===== src/rtl/edge_box_overlay.sv =====
`default_nettype none
// ============================================================================
// Module   : edge_box_overlay
// Purpose  : Counts thresholded edge pixels per frame and draws the previous
//            frame's edge bounding box over the video. Optional macro
//            EDGE_BINARIZE_EN outputs binarised edges for non-box pixels.
// Revision : 1.0
// ============================================================================
module edge_box_overlay #(
  parameter int                    DATA_WIDTH  = 24,
  parameter int                    H_SIZE      = 1024,
  parameter int                    V_SIZE      = 768,
  parameter int                    EDGE_THRESH = 128,
  parameter int                    MIN_COUNT   = 16,
  parameter logic [DATA_WIDTH-1:0] BOX_COLOR   = 24'hFF0000
) (
  input  logic                  video_clk,
  input  logic                  rst_n,
  input  logic                  hs,
  input  logic                  vs,
  input  logic                  de,
  input  logic [DATA_WIDTH-1:0] vin_data,
  output logic                  hs_o,
  output logic                  vs_o,
  output logic                  de_o,
  output logic [DATA_WIDTH-1:0] vout_data,
  output logic [19:0]           edge_count,
  output logic                  box_valid,
  output logic [10:0]           box_x0,
  output logic [10:0]           box_x1,
  output logic [10:0]           box_y0,
  output logic [10:0]           box_y1,
  output logic                  frame_done
);

  localparam logic [10:0] C_POS_MAX = 11'h7FF;
  localparam logic [19:0] C_CNT_MAX = 20'hFFFFF;
  localparam logic [31:0] C_H_LIM   = 32'(H_SIZE);
  localparam logic [31:0] C_V_LIM   = 32'(V_SIZE);
  localparam logic [31:0] C_THRESH  = 32'(EDGE_THRESH);
  localparam logic [31:0] C_MIN_CNT = 32'(MIN_COUNT);

  logic                  hs_q, vs_q, de_q;
  logic [10:0]           x_q, x_d, y_q, y_d;
  logic [19:0]           cnt_q, cnt_d;
  logic [10:0]           minx_q, minx_d, maxx_q, maxx_d;
  logic [10:0]           miny_q, miny_d, maxy_q, maxy_d;
  logic [19:0]           edge_count_q, edge_count_d;
  logic                  box_valid_q, box_valid_d;
  logic [10:0]           box_x0_q, box_x0_d, box_x1_q, box_x1_d;
  logic [10:0]           box_y0_q, box_y0_d, box_y1_q, box_y1_d;
  logic                  frame_done_q, frame_done_d;
  logic [DATA_WIDTH-1:0] vout_q, vout_d;

  logic                  vs_rise, de_fall, in_window, edge_pix, on_box;
  logic [19:0]           base_cnt;
  logic [10:0]           base_minx, base_maxx, base_miny, base_maxy;
  logic [DATA_WIDTH-1:0] pass_pix;

  always_comb begin
    vs_rise = vs & ~vs_q;
    de_fall = de_q & ~de;

    x_d = de ? ((x_q == C_POS_MAX) ? x_q : x_q + 11'd1) : 11'd0;
    if (vs_rise)
      y_d = 11'd0;
    else if (de_fall && (y_q != C_POS_MAX))
      y_d = y_q + 11'd1;
    else
      y_d = y_q;

    in_window = ({21'd0, x_q} < C_H_LIM) && ({21'd0, y_q} < C_V_LIM);
    edge_pix  = de && in_window && ({24'd0, vin_data[7:0]} >= C_THRESH);

    // A pixel coinciding with vs_rise lands on the freshly reinitialised frame.
    if (vs_rise) begin
      base_cnt  = 20'd0;
      base_minx = C_POS_MAX;
      base_maxx = 11'd0;
      base_miny = C_POS_MAX;
      base_maxy = 11'd0;
    end else begin
      base_cnt  = cnt_q;
      base_minx = minx_q;
      base_maxx = maxx_q;
      base_miny = miny_q;
      base_maxy = maxy_q;
    end

    cnt_d  = base_cnt;
    minx_d = base_minx;
    maxx_d = base_maxx;
    miny_d = base_miny;
    maxy_d = base_maxy;
    if (edge_pix) begin
      cnt_d  = (base_cnt == C_CNT_MAX) ? base_cnt : base_cnt + 20'd1;
      minx_d = (x_q < base_minx) ? x_q : base_minx;
      maxx_d = (x_q > base_maxx) ? x_q : base_maxx;
      miny_d = (y_q < base_miny) ? y_q : base_miny;
      maxy_d = (y_q > base_maxy) ? y_q : base_maxy;
    end

    edge_count_d = vs_rise ? cnt_q  : edge_count_q;
    box_x0_d     = vs_rise ? minx_q : box_x0_q;
    box_x1_d     = vs_rise ? maxx_q : box_x1_q;
    box_y0_d     = vs_rise ? miny_q : box_y0_q;
    box_y1_d     = vs_rise ? maxy_q : box_y1_q;
    box_valid_d  = vs_rise ? ({12'd0, cnt_q} >= C_MIN_CNT) : box_valid_q;
    frame_done_d = vs_rise;

    on_box = box_valid_q && de &&
             ((((x_q == box_x0_q) || (x_q == box_x1_q)) &&
               (y_q >= box_y0_q) && (y_q <= box_y1_q)) ||
              (((y_q == box_y0_q) || (y_q == box_y1_q)) &&
               (x_q >= box_x0_q) && (x_q <= box_x1_q)));

`ifdef EDGE_BINARIZE_EN
    pass_pix = edge_pix ? {DATA_WIDTH{1'b1}} : {DATA_WIDTH{1'b0}};
`else
    pass_pix = vin_data;
`endif

    if (!de)
      vout_d = '0;
    else if (on_box)
      vout_d = BOX_COLOR;
    else
      vout_d = pass_pix;
  end

  always_ff @(posedge video_clk) begin
    if (!rst_n) begin
      hs_q         <= 1'b0;
      vs_q         <= 1'b0;
      de_q         <= 1'b0;
      x_q          <= '0;
      y_q          <= '0;
      cnt_q        <= '0;
      minx_q       <= '0;
      maxx_q       <= '0;
      miny_q       <= '0;
      maxy_q       <= '0;
      edge_count_q <= '0;
      box_valid_q  <= 1'b0;
      box_x0_q     <= '0;
      box_x1_q     <= '0;
      box_y0_q     <= '0;
      box_y1_q     <= '0;
      frame_done_q <= 1'b0;
      vout_q       <= '0;
    end else begin
      hs_q         <= hs;
      vs_q         <= vs;
      de_q         <= de;
      x_q          <= x_d;
      y_q          <= y_d;
      cnt_q        <= cnt_d;
      minx_q       <= minx_d;
      maxx_q       <= maxx_d;
      miny_q       <= miny_d;
      maxy_q       <= maxy_d;
      edge_count_q <= edge_count_d;
      box_valid_q  <= box_valid_d;
      box_x0_q     <= box_x0_d;
      box_x1_q     <= box_x1_d;
      box_y0_q     <= box_y0_d;
      box_y1_q     <= box_y1_d;
      frame_done_q <= frame_done_d;
      vout_q       <= vout_d;
    end
  end

  // The vs edge-detect and de-fall registers double as the 1-cycle delayed syncs.
  assign hs_o       = hs_q;
  assign vs_o       = vs_q;
  assign de_o       = de_q;
  assign vout_data  = vout_q;
  assign edge_count = edge_count_q;
  assign box_valid  = box_valid_q;
  assign box_x0     = box_x0_q;
  assign box_x1     = box_x1_q;
  assign box_y0     = box_y0_q;
  assign box_y1     = box_y1_q;
  assign frame_done = frame_done_q;

endmodule
`default_nettype wire


===== config.mk =====
export PLATFORM = sky130hd
export DESIGN_NAME = edge_box_overlay
export DESIGN_NICKNAME = d
export VERILOG_FILES = /design/src/rtl/edge_box_overlay.sv
export SDC_FILE = /design/constraint.sdc
export NUM_CORES = 1
export LEC_CHECK = 0
export ABC_AREA = 0
export BUFFER_PORTS_ARGS = -buffer_cell sky130_fd_sc_hd__buf_2
export CORE_MARGIN = 10
export CORE_UTILIZATION = 39
export DETAILED_ROUTE_END_ITERATION = 10
export SYNTH_ARGS = -nofsm -noshare
export SYNTH_HDL_FRONTEND = slang
export SYNTH_SLANG_ARGS = --single-unit

===== constraint.sdc =====
create_clock -name video_clk -period 6.21 [get_ports video_clk]
set_input_delay 0.3105 -clock video_clk [delete_from_list [all_inputs] [get_ports video_clk]]
set_output_delay 0.3105 -clock video_clk [all_outputs]
set_load 0.005 [all_outputs]

==> metrics <==
# Post-CTS Setup Buffers 0; Fin Clk Skew 11.5 ps; sequential share of the synthesized area 0.413; leakage power 4.38 nW; routed vias 7354; routing usage on met3 0.0375; Syn Area/Cell 8.79 µm²; Yosys top cell by area dfxtp_1; post-cts resize count 0; clk slew on worst S/H paths 70 ps; Max Cap Viol 0; Tot GR Track Use 0.167; CTS tree yes; H-tree depth 4; global-route wire length before repair 38800 µm; Pwr Total 2.48 mW; post-synthesis xor/xnor area fraction 0.0192; CP endpoint kind register; met1 Track Usage GR 0.210; initial antenna violation count 0; Hold Path Class input pin to register; cell area after synthesis 8670 µm²; Die Ht 169 µm; simple-gate share of the synthesized area 0.191; CTS sink count 179; Root Driver clkbuf_16; mux contribution to synthesized area 0.0496; register area 3580 µm²; Total Routed Length 24300 µm; final hold violation count 0; synth unique cells 59; #FFs+latches synth 179; final critical-path share of the clock period 0.566; port buffer count 121; area added between synthesis and finish 16.7%; final setup TNS 0 ps; Critical Path Start Type register; vias in the first global route 7080; Synth async-reset ratio 0; RSZ-0062 raised after global routing false; r2r setup slk 2700 ps; remaining antenna violation count after routing 0; worst path required time 6570 ps; Inserted Clock Buffers 17; Min-Delay Endpoint hs_o; drc violations 0; Fillers 2179; RD Place Congestion 0.872; Synth Instances 987; Post-synth EDFFs 0; CORE AREA 21800 µm²; Post-synth top cells 179 x dfxtp_1, 162 x nand2_1, 89 x ha_1; Pre-antenna DRT Iters 5; Total Nets Final 1207; Worst Max-Slew Pin Slew 1190 ps; outcome completed; DRT iter0 DRCs 437; count leader, synth dfxtp_1; CTS Buffer Depth 2; worst r2r src vs_o; via density per instance 5.32; Post-Synth Adder-Cell Area 0.128; Die ar. 28600 µm²; grt peak-use layer met2; Synth area leaders dfxtp_1 41%, ha_1 13%, nand2_1 7.0%; final slew viol count 0; Max-slew headroom 0.205; Max VDD drop 0.137 mV; met2 GRT Util 0.281; hold buffer count at CTS 0; Initial Util 0.397; Max Fclk 285 MHz; Top Ports 122; area of the multi-input gates 4730 µm²; largest family of logic cells by synthesized area simple AND/OR/NAND/NOR gates; worst hold start hs; fin crit period 3510 ps; # setup viols final 0; clk_lat worst skew 440 ps; layout cells sized above 1 0.162; Syn Nets 1105; worst hold stages 2; Rows 54; post-detail-place hpwl 17600 µm; # diodes 0; Worst Path Arrival 3870 ps; Ys Warns 0; Yosys top cell area share 0.413; power density over cell area 245 nW/µm²; Compound-Gate Fraction of Synth Area 0.155; Main synth FF type dfxtp_1; Worst Reg-to-Reg Cells 11; Die X 169 µm; drt wl/cell 17.6 µm; R2R Path End maxy_q[7]; critical path class register to register; total congestion overflow 0; crit-path max FO 27; largest net degree at the start of global routing 63
## cells by family (layout without fill, tap and decap cells)
family / after synthesis / count (layout)
AND/OR/NAND/NOR: 355 / 355
AO/OA/AOI/OAI: 207 / 207
flip-flops: 179 / 179
buffers and inverters: 95 / 210
adder cells (fa/ha/maj): 89 / 89
multiplexers: 43 / 43
XOR/XNOR: 19 / 19
## through the flow
step                instances  hold WS, ps  setup slack, ps  utilization  instance area (µm²)
finish                   1382         80.2             2700        0.464                10100
detailed placement       1350          459             2750        0.436                 9510
CTS                      1382         71.8             2710        0.464                10100
floorplan                 987          426             3270            -                 8670
global placement         1350          458             2820        0.436                 9510
global route             1382         66.5             2390        0.464                10100
## worst max path at each step
| stage | from | end | cells past startpoint | slack, ps |
|---|---|---|---|---|
| after floorplan | vs_o | maxy_q[0] | 14 | 3270 |
| after global placement | vs | maxy_q[8] | 12 | 2820 |
| after detailed placement | vs_o | maxy_q[1] | 11 | 2750 |
| after CTS | vs_o | maxy_q[7] | 11 | 2710 |
| after global routing | vs_o | maxy_q[9] | 11 | 2390 |
| final | vs_o | maxy_q[7] | 11 | 2700 |
## metal layers
metal,vias up,wire length [µm],share of wire
met5,-,0,0
met3,22,935,0.039
li1,3709,-,-
met2,123,11800,0.49
met1,3500,11100,0.46
met4,0,377,0.016
## sequential cells by signal (all words and copies together), names as in the netlist, 11 cells and up
register / cells
box_y0: 11
maxx_q: 11
edge_count: 20
cnt_q: 20
miny_q: 11
minx_q: 11
y_q: 11
box_x0: 11
vout_data: 24
box_x1: 11
x_q: 11
box_y1: 11
maxy_q: 11
## final cells by class
type                    count  area share
repair buffers            129      0.0657
clock inverters            13      0.0157
flip-flops and latches    179       0.354
well taps                 280      0.0346
multi-input cells         713       0.467
clock buffers              19      0.0447
inverters                  49      0.0182
## placed cells by master (no fill, tap or decap), types with 4 or more instances in the layout
cell       count
a211oi_1       7
a21o_1        17
a21oi_1       33
a21oi_2        5
a22o_1        24
a41oi_1        7
and2_1        10
and3_1        18
buf_2        121
buf_4          8
clkbuf_16     17
clkinv_2       4
dfxtp_1      179
ha_1          89
inv_1         48
mux2i_1       43
nand2_1      161
nand3_1       36
nand4_1       17
nor2_1        54
nor2b_1        4
nor3_1        23
nor4_1         6
o2111ai_1      4
o211ai_1       5
o21ai_0       78
o31ai_1        5
or3_1          4
or4_1          5
xnor2_1        8
xor2_1        11
## critical path, cell delays in order (launching register included)
cell      delay, ps
dfxtp_1         370
nand2b_1        600
buf_4           410
nand2_1         100
ha_1            300
and3_1          190
nand3_1          80
a21oi_1         120
o21ai_0         130
a41oi_1         670
buf_4           290
mux2i_1         180
## report_power, final
| group | switching [mW] | internal, mW |
|---|---|---|
| combinational | 0.109 | 0.0601 |
| clock | 0.467 | 0.653 |
| sequential | 0.0162 | 1.17 |
| total | 0.592 | 1.89 |
Note: power is estimated with default switching activity, not from simulation.
